<file path="src/rtl/req_fifo_front.sv">
// Per-requester request FIFOs feeding a round-robin arbiter; the granted head
// entry is forwarded with its source index to one registered valid/ready output.
module req_fifo_front #(
    parameter int unsigned NUM_REQS = 4,
    parameter int unsigned DATA_W   = 8,
    parameter int unsigned DEPTH    = 4,
    localparam int unsigned SRC_W   = (NUM_REQS > 1) ? $clog2(NUM_REQS) : 1
) (
    input  logic                       clk,
    input  logic                       rst,
    input  logic [NUM_REQS-1:0]        in_valid_i,
    output logic [NUM_REQS-1:0]        in_ready_o,
    input  logic [NUM_REQS*DATA_W-1:0] in_data_i,
    output logic [NUM_REQS-1:0]        req_o,
    input  logic [NUM_REQS-1:0]        grant_i,
    output logic                       out_valid_o,
    input  logic                       out_ready_i,
    output logic [DATA_W-1:0]          out_data_o,
    output logic [SRC_W-1:0]           out_src_o,
    output logic                       grant_err_o
);

    localparam int unsigned PTR_W = $clog2(DEPTH);
    localparam int unsigned CNT_W = PTR_W + 1;

    logic [DATA_W-1:0] mem    [NUM_REQS][DEPTH];
    logic [PTR_W-1:0]  wr_ptr [NUM_REQS];
    logic [PTR_W-1:0]  rd_ptr [NUM_REQS];
    logic [CNT_W-1:0]  cnt    [NUM_REQS];

    logic [NUM_REQS-1:0] push;
    logic [NUM_REQS-1:0] pop;
    logic                load;
    logic                grant_multi;
    logic                grant_onehot;
    logic [SRC_W-1:0]    pop_idx;

    // Status comes only from registered counts; pops need a one-hot grant.
    always_comb begin
        load         = ~out_valid_o | out_ready_i;
        grant_multi  = (grant_i & (grant_i - NUM_REQS'(1))) != '0;
        grant_onehot = (grant_i != '0) && !grant_multi;
        pop_idx      = '0;
        in_ready_o   = '0;
        req_o        = '0;
        push         = '0;
        pop          = '0;
        for (int unsigned i = 0; i < NUM_REQS; i++) begin
            in_ready_o[i] = (cnt[i] != CNT_W'(DEPTH));
            req_o[i]      = (cnt[i] != '0);
            push[i]       = in_valid_i[i] & in_ready_o[i];
            pop[i]        = grant_i[i] & grant_onehot & req_o[i] & load;
            if (grant_i[i]) begin
                pop_idx = SRC_W'(i);
            end
        end
    end

    always_ff @(posedge clk or negedge rst) begin
        if (!rst) begin
            for (int unsigned i = 0; i < NUM_REQS; i++) begin
                wr_ptr[i] <= '0;
                rd_ptr[i] <= '0;
                cnt[i]    <= '0;
            end
        end else begin
            for (int unsigned i = 0; i < NUM_REQS; i++) begin
                if (push[i]) begin
                    wr_ptr[i] <= wr_ptr[i] + PTR_W'(1);
                end
                if (pop[i]) begin
                    rd_ptr[i] <= rd_ptr[i] + PTR_W'(1);
                end
                case ({push[i], pop[i]})
                    2'b10:   cnt[i] <= cnt[i] + CNT_W'(1);
                    2'b01:   cnt[i] <= cnt[i] - CNT_W'(1);
                    default: cnt[i] <= cnt[i];
                endcase
            end
        end
    end

    // Storage needs no reset: cleared pointers make old contents unreachable.
    always_ff @(posedge clk) begin
        for (int unsigned i = 0; i < NUM_REQS; i++) begin
            if (push[i]) begin
                mem[i][wr_ptr[i]] <= in_data_i[i*DATA_W +: DATA_W];
            end
        end
    end

    always_ff @(posedge clk or negedge rst) begin
        if (!rst) begin
            out_valid_o <= 1'b0;
            out_data_o  <= '0;
            out_src_o   <= '0;
            grant_err_o <= 1'b0;
        end else begin
            if (grant_multi) begin
                grant_err_o <= 1'b1;
            end
            if (load) begin
                out_valid_o <= |pop;
                if (|pop) begin
                    out_data_o <= mem[pop_idx][rd_ptr[pop_idx]];
                    out_src_o  <= pop_idx;
                end
            end
        end
    end

endmodule

</file>
<file path="config.mk">
export PLATFORM = sky130hd
export DESIGN_NAME = req_fifo_front
export DESIGN_NICKNAME = d
export VERILOG_FILES = /design/src/rtl/req_fifo_front.sv
export SDC_FILE = /design/constraint.sdc
export NUM_CORES = 1
export LEC_CHECK = 0
export BUFFER_PORTS_ARGS = -buffer_cell sky130_fd_sc_hd__buf_2
export CAP_MARGIN = 40
export CORE_MARGIN = 2
export CORE_UTILIZATION = 59
export DETAILED_ROUTE_END_ITERATION = 12
export PLACE_DENSITY = 0.8
export SLEW_MARGIN = 25
export SYNTH_ARGS = -nofsm -noshare
export SYNTH_HDL_FRONTEND = slang
export SYNTH_SLANG_ARGS = --single-unit
</file>
<file path="constraint.sdc">
create_clock -name clk -period 2.4 [get_ports clk]
set_input_delay 0.36 -clock clk [delete_from_list [all_inputs] [get_ports clk]]
set_output_delay 0.36 -clock clk [all_outputs]
set_load 0.02 [all_outputs]
</file>
==> run_summary.xml, run 1 <==
<?xml version="1.0" encoding="UTF-8"?>
<metrics>
  <group name="status">
    <metric name="outcome" unit="">finished clean</metric>
  </group>
  <group name="sta">
    <metric name="hold_viol" unit="">0</metric>
    <metric name="max_freq" unit="MHz">432</metric>
    <metric name="timing.final.crit_share" unit="%">96.4</metric>
    <metric name="holdWs" unit="ns">0.135</metric>
    <metric name="slew_headroom" unit="%">62.0</metric>
    <metric name="setup_viol" unit="">0</metric>
    <metric name="clk_skew" unit="ns">0.00861</metric>
    <metric name="max_slew.worst_pin.slew" unit="ns">0.570</metric>
    <metric name="final_count_of_pins_violating_max_slew" unit="">0</metric>
    <metric name="finalWorstPathRequiredPeriod" unit="ns">2.31</metric>
  </group>
  <group name="drt">
    <metric name="drc" unit="">0</metric>
    <metric name="totalWireLength" unit="microns">14100</metric>
    <metric name="drtAntennaViolNets" unit="">0</metric>
    <metric name="drt-initial-drc-count" unit="">372</metric>
    <metric name="detail_route.first_pass.iterations" unit="">5</metric>
    <metric name="wl_per_cell" unit="microns">18.2</metric>
    <metric name="drt_via_density" unit="">5.54</metric>
    <metric name="vias" unit="">4272</metric>
  </group>
  <group name="final_layout">
    <metric name="post_route_cells_drive_above_1_share" unit="%">22.7</metric>
    <metric name="design.final.nets" unit="">653</metric>
    <metric name="final-instance-count-excl-fill" unit="">771</metric>
    <metric name="multi_input_comb_area" unit="sq um">2450</metric>
    <metric name="area_delta_synth_final" unit="%">14.7</metric>
    <metric name="antennaDiodeCount" unit="">0</metric>
    <metric name="area.sequential" unit="sq um">4840</metric>
    <metric name="fill_cells" unit="">873</metric>
    <metric name="postLayoutCoreUtil" unit="%">68.8</metric>
  </group>
  <group name="logic_synthesis">
    <metric name="avgSynthCellArea" unit="sq um">14.7</metric>
    <metric name="syn-instance-count" unit="">513</metric>
    <metric name="synth_largest_area_cell" unit="">sky130_fd_sc_hd__edfxtp_1</metric>
    <metric name="synth_top_cells_by_area" unit="">sky130_fd_sc_hd__edfxtp_1, sky130_fd_sc_hd__dfrtp_1, sky130_fd_sc_hd__mux2i_1, sky130_fd_sc_hd__ha_1, sky130_fd_sc_hd__a211oi_1</metric>
    <metric name="postSynth.asyncResetShare" unit="%">23.8</metric>
    <metric name="total_nets_after_synthesis" unit="">580</metric>
    <metric name="post-synth-top-area-fraction" unit="%">51.0</metric>
    <metric name="ys_warn_count" unit="">0</metric>
    <metric name="synth_enable_flop_cells" unit="">128</metric>
    <metric name="synth_seq_cells" unit="">168</metric>
    <metric name="syn-cell-area" unit="sq um">7540</metric>
    <metric name="netlist-cell-type-count" unit="">49</metric>
    <metric name="ys_seq_area_share" unit="%">64.2</metric>
    <metric name="ys.flop_type" unit="">sky130_fd_sc_hd__edfxtp_1</metric>
  </group>
  <group name="critical_path">
    <metric name="cp-startpoint" unit="">out_valid_o$_DFFE_PN0N_</metric>
    <metric name="required" unit="ns">2.74</metric>
    <metric name="origin_of_the_critical_flop_to_flop_path" unit="">out_valid_o$_DFFE_PN0N_</metric>
    <metric name="crit_path_category" unit="">flop to flop</metric>
    <metric name="timing.reg2reg.setup_slack" unit="ns">0.09</metric>
    <metric name="worstPathBufferInverterCount" unit="">1</metric>
    <metric name="worst_setup_path_endpoint" unit="">cnt[5]$_DFFE_PN0P_</metric>
    <metric name="rr_endpoint" unit="">cnt[5]$_DFFE_PN0P_</metric>
    <metric name="worst_path_dominant_cell_family" unit="">simple AND/OR/NAND/NOR gates</metric>
    <metric name="cell_chain_critical_path" unit="">nor2b_1 -&gt; nor3_1 -&gt; nor3b_2 -&gt; ha_1 -&gt; inv_1 -&gt; fa_1 -&gt; xor2_1 -&gt; nor2_1 -&gt; xor2_1</metric>
    <metric name="critical_path.endpoint_type" unit="">flop</metric>
    <metric name="critical_path_peak_fanout" unit="">4</metric>
    <metric name="worst_path_most_repeated_cell" unit="">sky130_fd_sc_hd__xor2_1</metric>
    <metric name="cp_num_cells" unit="">9</metric>
    <metric name="setup.worst_path.start_class" unit="">flop</metric>
    <metric name="r2r.worst_path.cells" unit="">9</metric>
    <metric name="crit_slowest_cell" unit="">sky130_fd_sc_hd__dfrtp_1</metric>
    <metric name="arrival_time_worst_endpoint" unit="ns">2.66</metric>
    <metric name="critPathMaxStageDelay" unit="ns">0.37</metric>
  </group>
  <group name="die">
    <metric name="die_y" unit="microns">117</metric>
    <metric name="rows" unit="">41</metric>
    <metric name="pin_count" unit="">63</metric>
    <metric name="design.die.area" unit="sq um">13700</metric>
    <metric name="die-width" unit="microns">117</metric>
    <metric name="core_area" unit="sq um">12600</metric>
    <metric name="start_util" unit="%">60.0</metric>
  </group>
  <group name="global_route">
    <metric name="total_routing_usage_reported_by_global_routing" unit="%">22.2</metric>
    <metric name="grt_start_max_net_pins" unit="">35</metric>
    <metric name="antenna_found_initial" unit="">0</metric>
    <metric name="grt_pass1_vias" unit="">4215</metric>
    <metric name="grt_first_pass_wirelength" unit="microns">22200</metric>
    <metric name="grt-ovfl-total" unit="">0</metric>
  </group>
  <group name="clocking">
    <metric name="clock_tree.buffer_depth" unit="">2</metric>
    <metric name="cts_post_setup_buffers_inserted" unit="">0</metric>
    <metric name="worst_setup_hold_path_clk_slew" unit="ns">0.07</metric>
    <metric name="clock_tree_from_tritoncts" unit="">built</metric>
    <metric name="number_of_sinks_on_the_clock_net" unit="">168</metric>
    <metric name="clock_tree.htree_level_count" unit="">4</metric>
    <metric name="number_of_buffers_added_by_the_clock_tree_synthesis_step" unit="">17</metric>
    <metric name="clock_insertion_delay_worst_skew" unit="ns">0.43</metric>
    <metric name="root_buffer_selected_by_cts" unit="">sky130_fd_sc_hd__clkbuf_16</metric>
  </group>
  <group name="place">
    <metric name="place.port_buffers" unit="">62</metric>
    <metric name="numPlacedInstances" unit="">738</metric>
    <metric name="gp_routability_congestion" unit="">0.801</metric>
    <metric name="dp.final_hpwl" unit="microns">10300</metric>
  </group>
  <group name="run">
    <metric name="maxCapViolations" unit="">0</metric>
  </group>
  <group name="power">
    <metric name="cellPowerDensity" unit="nW/um^2">1100</metric>
    <metric name="p_leak" unit="nW">3.45</metric>
    <metric name="report.power.total" unit="mW">9.54</metric>
    <metric name="worst_ir_drop_vdd" unit="uV">681</metric>
  </group>
  <group name="worst_hold_path">
    <metric name="holdCritPathClass" unit="">input port to flop</metric>
  </group>
</metrics>
stage by stage:
stage | instance area, sq um | setup slack [ns] | TNS, ns
floorplan | 7540 | 0.0979 | 0
global placement | 8010 | 0.179 | 0
detailed placement | 8040 | 0.0361 | 0
CTS | 8640 | 0.0577 | 0
global route | 8650 | -0.0551 | -0.0741
finish | 8650 | 0.0854 | 0
metal layers:
metal	vias up	track usage [%]	part of all wire, %
met1	2078	30.6	45
li1	2032	-	-
met2	144	35.4	48
met5	-	0	0
met4	0	6.82	1.2
met3	18	5.46	5.8
layout by cell type (no fill, tap or decap), types with 2 or more instances in the layout:
master / instances
sky130_fd_sc_hd__edfxtp_1: 128
sky130_fd_sc_hd__buf_2: 62
sky130_fd_sc_hd__mux2i_1: 59
sky130_fd_sc_hd__dfrtp_1: 40
sky130_fd_sc_hd__a211oi_1: 32
sky130_fd_sc_hd__nor2b_1: 29
sky130_fd_sc_hd__inv_1: 26
sky130_fd_sc_hd__nand2_1: 20
sky130_fd_sc_hd__ha_1: 20
sky130_fd_sc_hd__and3_1: 17
sky130_fd_sc_hd__mux2_2: 17
sky130_fd_sc_hd__clkbuf_16: 17
sky130_fd_sc_hd__nor2_1: 14
sky130_fd_sc_hd__xnor2_1: 12
sky130_fd_sc_hd__xor2_1: 12
sky130_fd_sc_hd__a21oi_1: 9
sky130_fd_sc_hd__a32oi_1: 8
sky130_fd_sc_hd__buf_4: 8
sky130_fd_sc_hd__o21ai_0: 7
sky130_fd_sc_hd__and2_1: 6
sky130_fd_sc_hd__inv_6: 6
sky130_fd_sc_hd__nor3_1: 4
sky130_fd_sc_hd__and2b_2: 4
sky130_fd_sc_hd__fa_1: 4
sky130_fd_sc_hd__nand3_1: 3
sky130_fd_sc_hd__or3_1: 2
sky130_fd_sc_hd__clkinv_1: 2
sky130_fd_sc_hd__clkinv_2: 2
sky130_fd_sc_hd__inv_8: 2
sky130_fd_sc_hd__clkinv_8: 2
sky130_fd_sc_hd__buf_12: 2
synth_stat cells, types with 2 or more instances:
cell and instances:
sky130_fd_sc_hd__a21oi_1 9, sky130_fd_sc_hd__clkbuf_8 2, sky130_fd_sc_hd__buf_6 3, sky130_fd_sc_hd__o21ai_0 7
sky130_fd_sc_hd__and2b_2 4, sky130_fd_sc_hd__fa_1 4, sky130_fd_sc_hd__buf_2 5, sky130_fd_sc_hd__and2_1 6
sky130_fd_sc_hd__nor2b_1 29, sky130_fd_sc_hd__mux2i_1 59, sky130_fd_sc_hd__nor2_1 14, sky130_fd_sc_hd__xnor2_1 12
sky130_fd_sc_hd__nand3_1 4, sky130_fd_sc_hd__xor2_1 12, sky130_fd_sc_hd__nor3_1 4, sky130_fd_sc_hd__clkbuf_1 5
sky130_fd_sc_hd__mux2_2 17, sky130_fd_sc_hd__dfrtp_1 40, sky130_fd_sc_hd__buf_4 2, sky130_fd_sc_hd__and3_1 17
sky130_fd_sc_hd__nand2_1 20, sky130_fd_sc_hd__or3_1 2, sky130_fd_sc_hd__edfxtp_1 128, sky130_fd_sc_hd__inv_1 26
sky130_fd_sc_hd__a32oi_1 8, sky130_fd_sc_hd__a211oi_1 32, sky130_fd_sc_hd__ha_1 20
timing repair:
action,CTS,global route
setup endpoints to repair,0,3
hold endpoints to repair,20,0
resized for setup,0,3
hold buffers,1,0
how the worst min path moves through the flow:
| stage | from | endpoint | slack, ns | depth (start not counted) |
|---|---|---|---|---|
| finish | in_data_i[5] | mem[0][29]$_DFFE_PP_ | 0.14 | 1 |
| floorplan | rst | cnt[0]$_DFFE_PN0P_ | 0.06 | 0 |
| CTS | in_data_i[3] | mem[0][11]$_DFFE_PP_ | 0.12 | 1 |
| detailed placement | rst | out_valid_o$_DFFE_PN0N_ | 0.37 | 1 |
| global placement | grant_err_o$_DFFE_PN0P_ | grant_err_o$_DFFE_PN0P_ | 0.45 | 1 |
| global route | in_data_i[21] | mem[2][5]$_DFFE_PP_ | 0.13 | 1 |
area by class of cell:
class	count	share of cell area, %
multi-input combinational	297	28.3
inverter	28	1.22
sequential	168	56.0
timing repair buffer	74	5.18
tap	172	2.49
clock buffer	17	4.92
clock inverter	15	1.84
sequential cells by signal, indices dropped and copies added (netlist names):
signal       cells
grant_err_o      1
out_src_o        2
rd_ptr           8
mem            128
cnt             12
out_data_o       8
wr_ptr           8
out_valid_o      1
cells by family after synthesis:
logic type / Yosys count / share of synthesized area, %
compound gates: 62 / 6.01
buf+inv: 48 / 3.42
flops: 168 / 64.2
mux: 78 / 10.9
simple gates: 108 / 8.16
fa+ha+maj: 25 / 4.51
xor+xnor: 24 / 2.79
power by group:
part | total, mW | switching (mW) | internal (mW)
clock | 2.65 | 1.18 | 1.47
combinational | 2.56 | 1.52 | 1.04
sequential | 4.33 | 0.382 | 3.95
Power figures use the tool's default switching activity.
==> run 2: changes to the inputs <==
==> constraint.sdc (replaced) <==
create_clock -name clk -period 2.4 [get_ports clk]
set_input_delay 0.48 -clock clk [delete_from_list [all_inputs] [get_ports clk]]
set_output_delay 0.48 -clock clk [all_outputs]
set_load 0.02 [all_outputs]
==> run 2 against run 1 <==
Via count decreased by 0.42%. Maximum frequency grew 4.4%. Combinational power barely moved.
==> run_summary.xml, run 2 (synthesis gave the netlist of run 1 again) <==
<?xml version="1.0" encoding="UTF-8"?>
<metrics>
  <group name="critical_path">
    <metric name="critical_path_peak_fanout" unit="">4</metric>
    <metric name="setup.worst_path.start_class" unit="">flop</metric>
    <metric name="timing.reg2reg.setup_slack" unit="ns">0.18</metric>
    <metric name="critical_path.endpoint_type" unit="">flop</metric>
    <metric name="crit_path_category" unit="">flop to flop</metric>
    <metric name="arrival_time_worst_endpoint" unit="ns">2.57</metric>
    <metric name="required" unit="ns">2.75</metric>
    <metric name="origin_of_the_critical_flop_to_flop_path" unit="">out_valid_o$_DFFE_PN0N_</metric>
    <metric name="rr_endpoint" unit="">cnt[11]$_DFFE_PN0P_</metric>
    <metric name="r2r.worst_path.cells" unit="">9</metric>
  </group>
  <group name="sta">
    <metric name="clk_skew" unit="ns">0.00716</metric>
    <metric name="hold_viol" unit="">0</metric>
    <metric name="finalSetupTns" unit="ns">0</metric>
    <metric name="final_count_of_pins_violating_max_slew" unit="">0</metric>
    <metric name="final_worst_setup_slack" unit="ns">0.183</metric>
    <metric name="max_freq" unit="MHz">451</metric>
    <metric name="finalWorstPathRequiredPeriod" unit="ns">2.22</metric>
    <metric name="setup_viol" unit="">0</metric>
    <metric name="max_slew.worst_pin.slew" unit="ns">0.544</metric>
    <metric name="timing.final.crit_share" unit="%">92.4</metric>
    <metric name="slew_headroom" unit="%">63.7</metric>
    <metric name="rsz0062_at_grt" unit="">no</metric>
    <metric name="holdWs" unit="ns">0.0191</metric>
  </group>
  <group name="die">
    <metric name="die_y" unit="microns">117</metric>
    <metric name="die-width" unit="microns">117</metric>
    <metric name="pin_count" unit="">63</metric>
    <metric name="core_area" unit="sq um">12600</metric>
    <metric name="rows" unit="">41</metric>
    <metric name="start_util" unit="%">60.0</metric>
    <metric name="design.die.area" unit="sq um">13700</metric>
  </group>
  <group name="drt">
    <metric name="drc" unit="">0</metric>
    <metric name="totalWireLength" unit="microns">14200</metric>
    <metric name="vias" unit="">4254</metric>
    <metric name="drt_via_density" unit="">5.48</metric>
    <metric name="detail_route.first_pass.iterations" unit="">5</metric>
    <metric name="wl_per_cell" unit="microns">18.4</metric>
    <metric name="drt-initial-drc-count" unit="">277</metric>
    <metric name="drtAntennaViolNets" unit="">0</metric>
  </group>
  <group name="final_layout">
    <metric name="final-instance-count-excl-fill" unit="">776</metric>
    <metric name="fill_cells" unit="">859</metric>
    <metric name="design.final.nets" unit="">658</metric>
    <metric name="antennaDiodeCount" unit="">0</metric>
    <metric name="flip_flop_count_of_the_largest_register_after_layout" unit="">128</metric>
    <metric name="mostFrequentLayoutCell" unit="">sky130_fd_sc_hd__edfxtp_1</metric>
    <metric name="post_route_cells_drive_above_1_share" unit="%">23.3</metric>
    <metric name="layout.cells.most_common_list" unit="">sky130_fd_sc_hd__edfxtp_1, sky130_fd_sc_hd__buf_2, sky130_fd_sc_hd__mux2i_1</metric>
    <metric name="area_delta_synth_final" unit="%">15.1</metric>
  </group>
  <group name="global_route">
    <metric name="grt_pass1_vias" unit="">4264</metric>
    <metric name="grt-ovfl-total" unit="">0</metric>
    <metric name="antenna_found_initial" unit="">0</metric>
    <metric name="grt_start_max_net_pins" unit="">35</metric>
    <metric name="total_routing_usage_reported_by_global_routing" unit="%">22.6</metric>
    <metric name="grt_first_pass_wirelength" unit="microns">22300</metric>
  </group>
  <group name="place">
    <metric name="placement.setup.worst_slack" unit="ns">0.0375</metric>
    <metric name="gp_routability_congestion" unit="">0.815</metric>
    <metric name="place.port_buffers" unit="">62</metric>
    <metric name="dp.final_hpwl" unit="microns">10400</metric>
    <metric name="numPlacedInstances" unit="">744</metric>
  </group>
  <group name="clocking">
    <metric name="number_of_buffers_added_by_the_clock_tree_synthesis_step" unit="">17</metric>
    <metric name="clock_insertion_delay_worst_skew" unit="ns">0.44</metric>
    <metric name="clock_tree.buffer_depth" unit="">2</metric>
    <metric name="worst_setup_hold_path_clk_slew" unit="ns">0.07</metric>
    <metric name="clock_tree_from_tritoncts" unit="">built</metric>
    <metric name="number_of_gates_given_a_new_drive_strength_after_cts" unit="">0</metric>
    <metric name="number_of_sinks_on_the_clock_net" unit="">168</metric>
    <metric name="number_of_hold_buffers_added_after_cts" unit="">0</metric>
    <metric name="clock_tree.htree_level_count" unit="">4</metric>
    <metric name="cts_post_setup_buffers_inserted" unit="">0</metric>
    <metric name="root_buffer_selected_by_cts" unit="">sky130_fd_sc_hd__clkbuf_16</metric>
  </group>
  <group name="power">
    <metric name="worst_ir_drop_vdd" unit="uV">808</metric>
    <metric name="p_leak" unit="nW">3.47</metric>
    <metric name="cellPowerDensity" unit="nW/um^2">1110</metric>
  </group>
  <group name="status">
    <metric name="outcome" unit="">finished clean</metric>
  </group>
  <group name="worst_hold_path">
    <metric name="holdCritPathClass" unit="">input port to async pin</metric>
  </group>
  <group name="run">
    <metric name="maxCapViolations" unit="">0</metric>
  </group>
</metrics>
==> run 2: cell types whose count changed in the layout (fill, tap and decap cells not counted), sizes merged <==
cell and change:
dlygate4sd3 -1, buf +6
==> run 2: per-layer routing <==
metal / global-route usage [%] / up-vias / routed length, microns
met5: 0 / - / 0
met4: 8.39 / 0 / 247
met3: 6.28 / 21 / 793
met2: 36.1 / 112 / 6790
met1: 29.9 / 2066 / 6420
li1: - / 2055 / -
==> run 2: layout make-up <==
cell class / count / area, sq um / area share, %
multi-input combinational: 297 / 2450 / 28.2
clock inverter: 15 / 179 / 2.06
timing repair buffer: 79 / 463 / 5.33
inverter: 28 / 105 / 1.21
sequential: 168 / 4840 / 55.8
tap: 172 / 215 / 2.48
clock buffer: 17 / 425 / 4.90
==> run 2: worst max path at each step <==
stage,startpoint,end,slack [ns],cells after the start
2_1_floorplan,grant_i[3],cnt[2]$_DFFE_PN0P_,0.03,9
3_3_place_gp,grant_i[1],cnt[2]$_DFFE_PN0P_,0.08,10
3_5_place_dp,out_ready_i,cnt[11]$_DFFE_PN0P_,0.04,10
4_1_cts,out_valid_o$_DFFE_PN0N_,cnt[11]$_DFFE_PN0P_,0.1,9
5_1_grt,out_valid_o$_DFFE_PN0N_,cnt[11]$_DFFE_PN0P_,0.06,9
6_report,out_valid_o$_DFFE_PN0N_,cnt[11]$_DFFE_PN0P_,0.18,9
==> run 2: stage by stage <==
stage	util [%]	area, sq um	total power, mW
finish	69.1	8680	9.63
global route	69.1	8680	10.1
CTS	69.0	8670	9.71
detailed placement	64.2	8070	6.96
global placement	64.2	8070	6.80
floorplan	-	7540	6.13
==> run 2: worst max-delay path: stages (launching register included) <==
cell and delay [ns]:
sky130_fd_sc_hd__dfrtp_1 0.37, sky130_fd_sc_hd__nor2b_1 0.20, sky130_fd_sc_hd__nor3_2 0.17, sky130_fd_sc_hd__and4b_1 0.29, sky130_fd_sc_hd__ha_1 0.20, sky130_fd_sc_hd__inv_1 0.06, sky130_fd_sc_hd__fa_1 0.37, sky130_fd_sc_hd__xor2_1 0.15
sky130_fd_sc_hd__nor2_1 0.13, sky130_fd_sc_hd__xor2_1 0.20
==> run 2: power breakdown <==
group	internal, mW	switching (mW)
clock	1.49	1.24
combinational	1.04	1.52
sequential	3.95	0.386
total	6.48	3.15
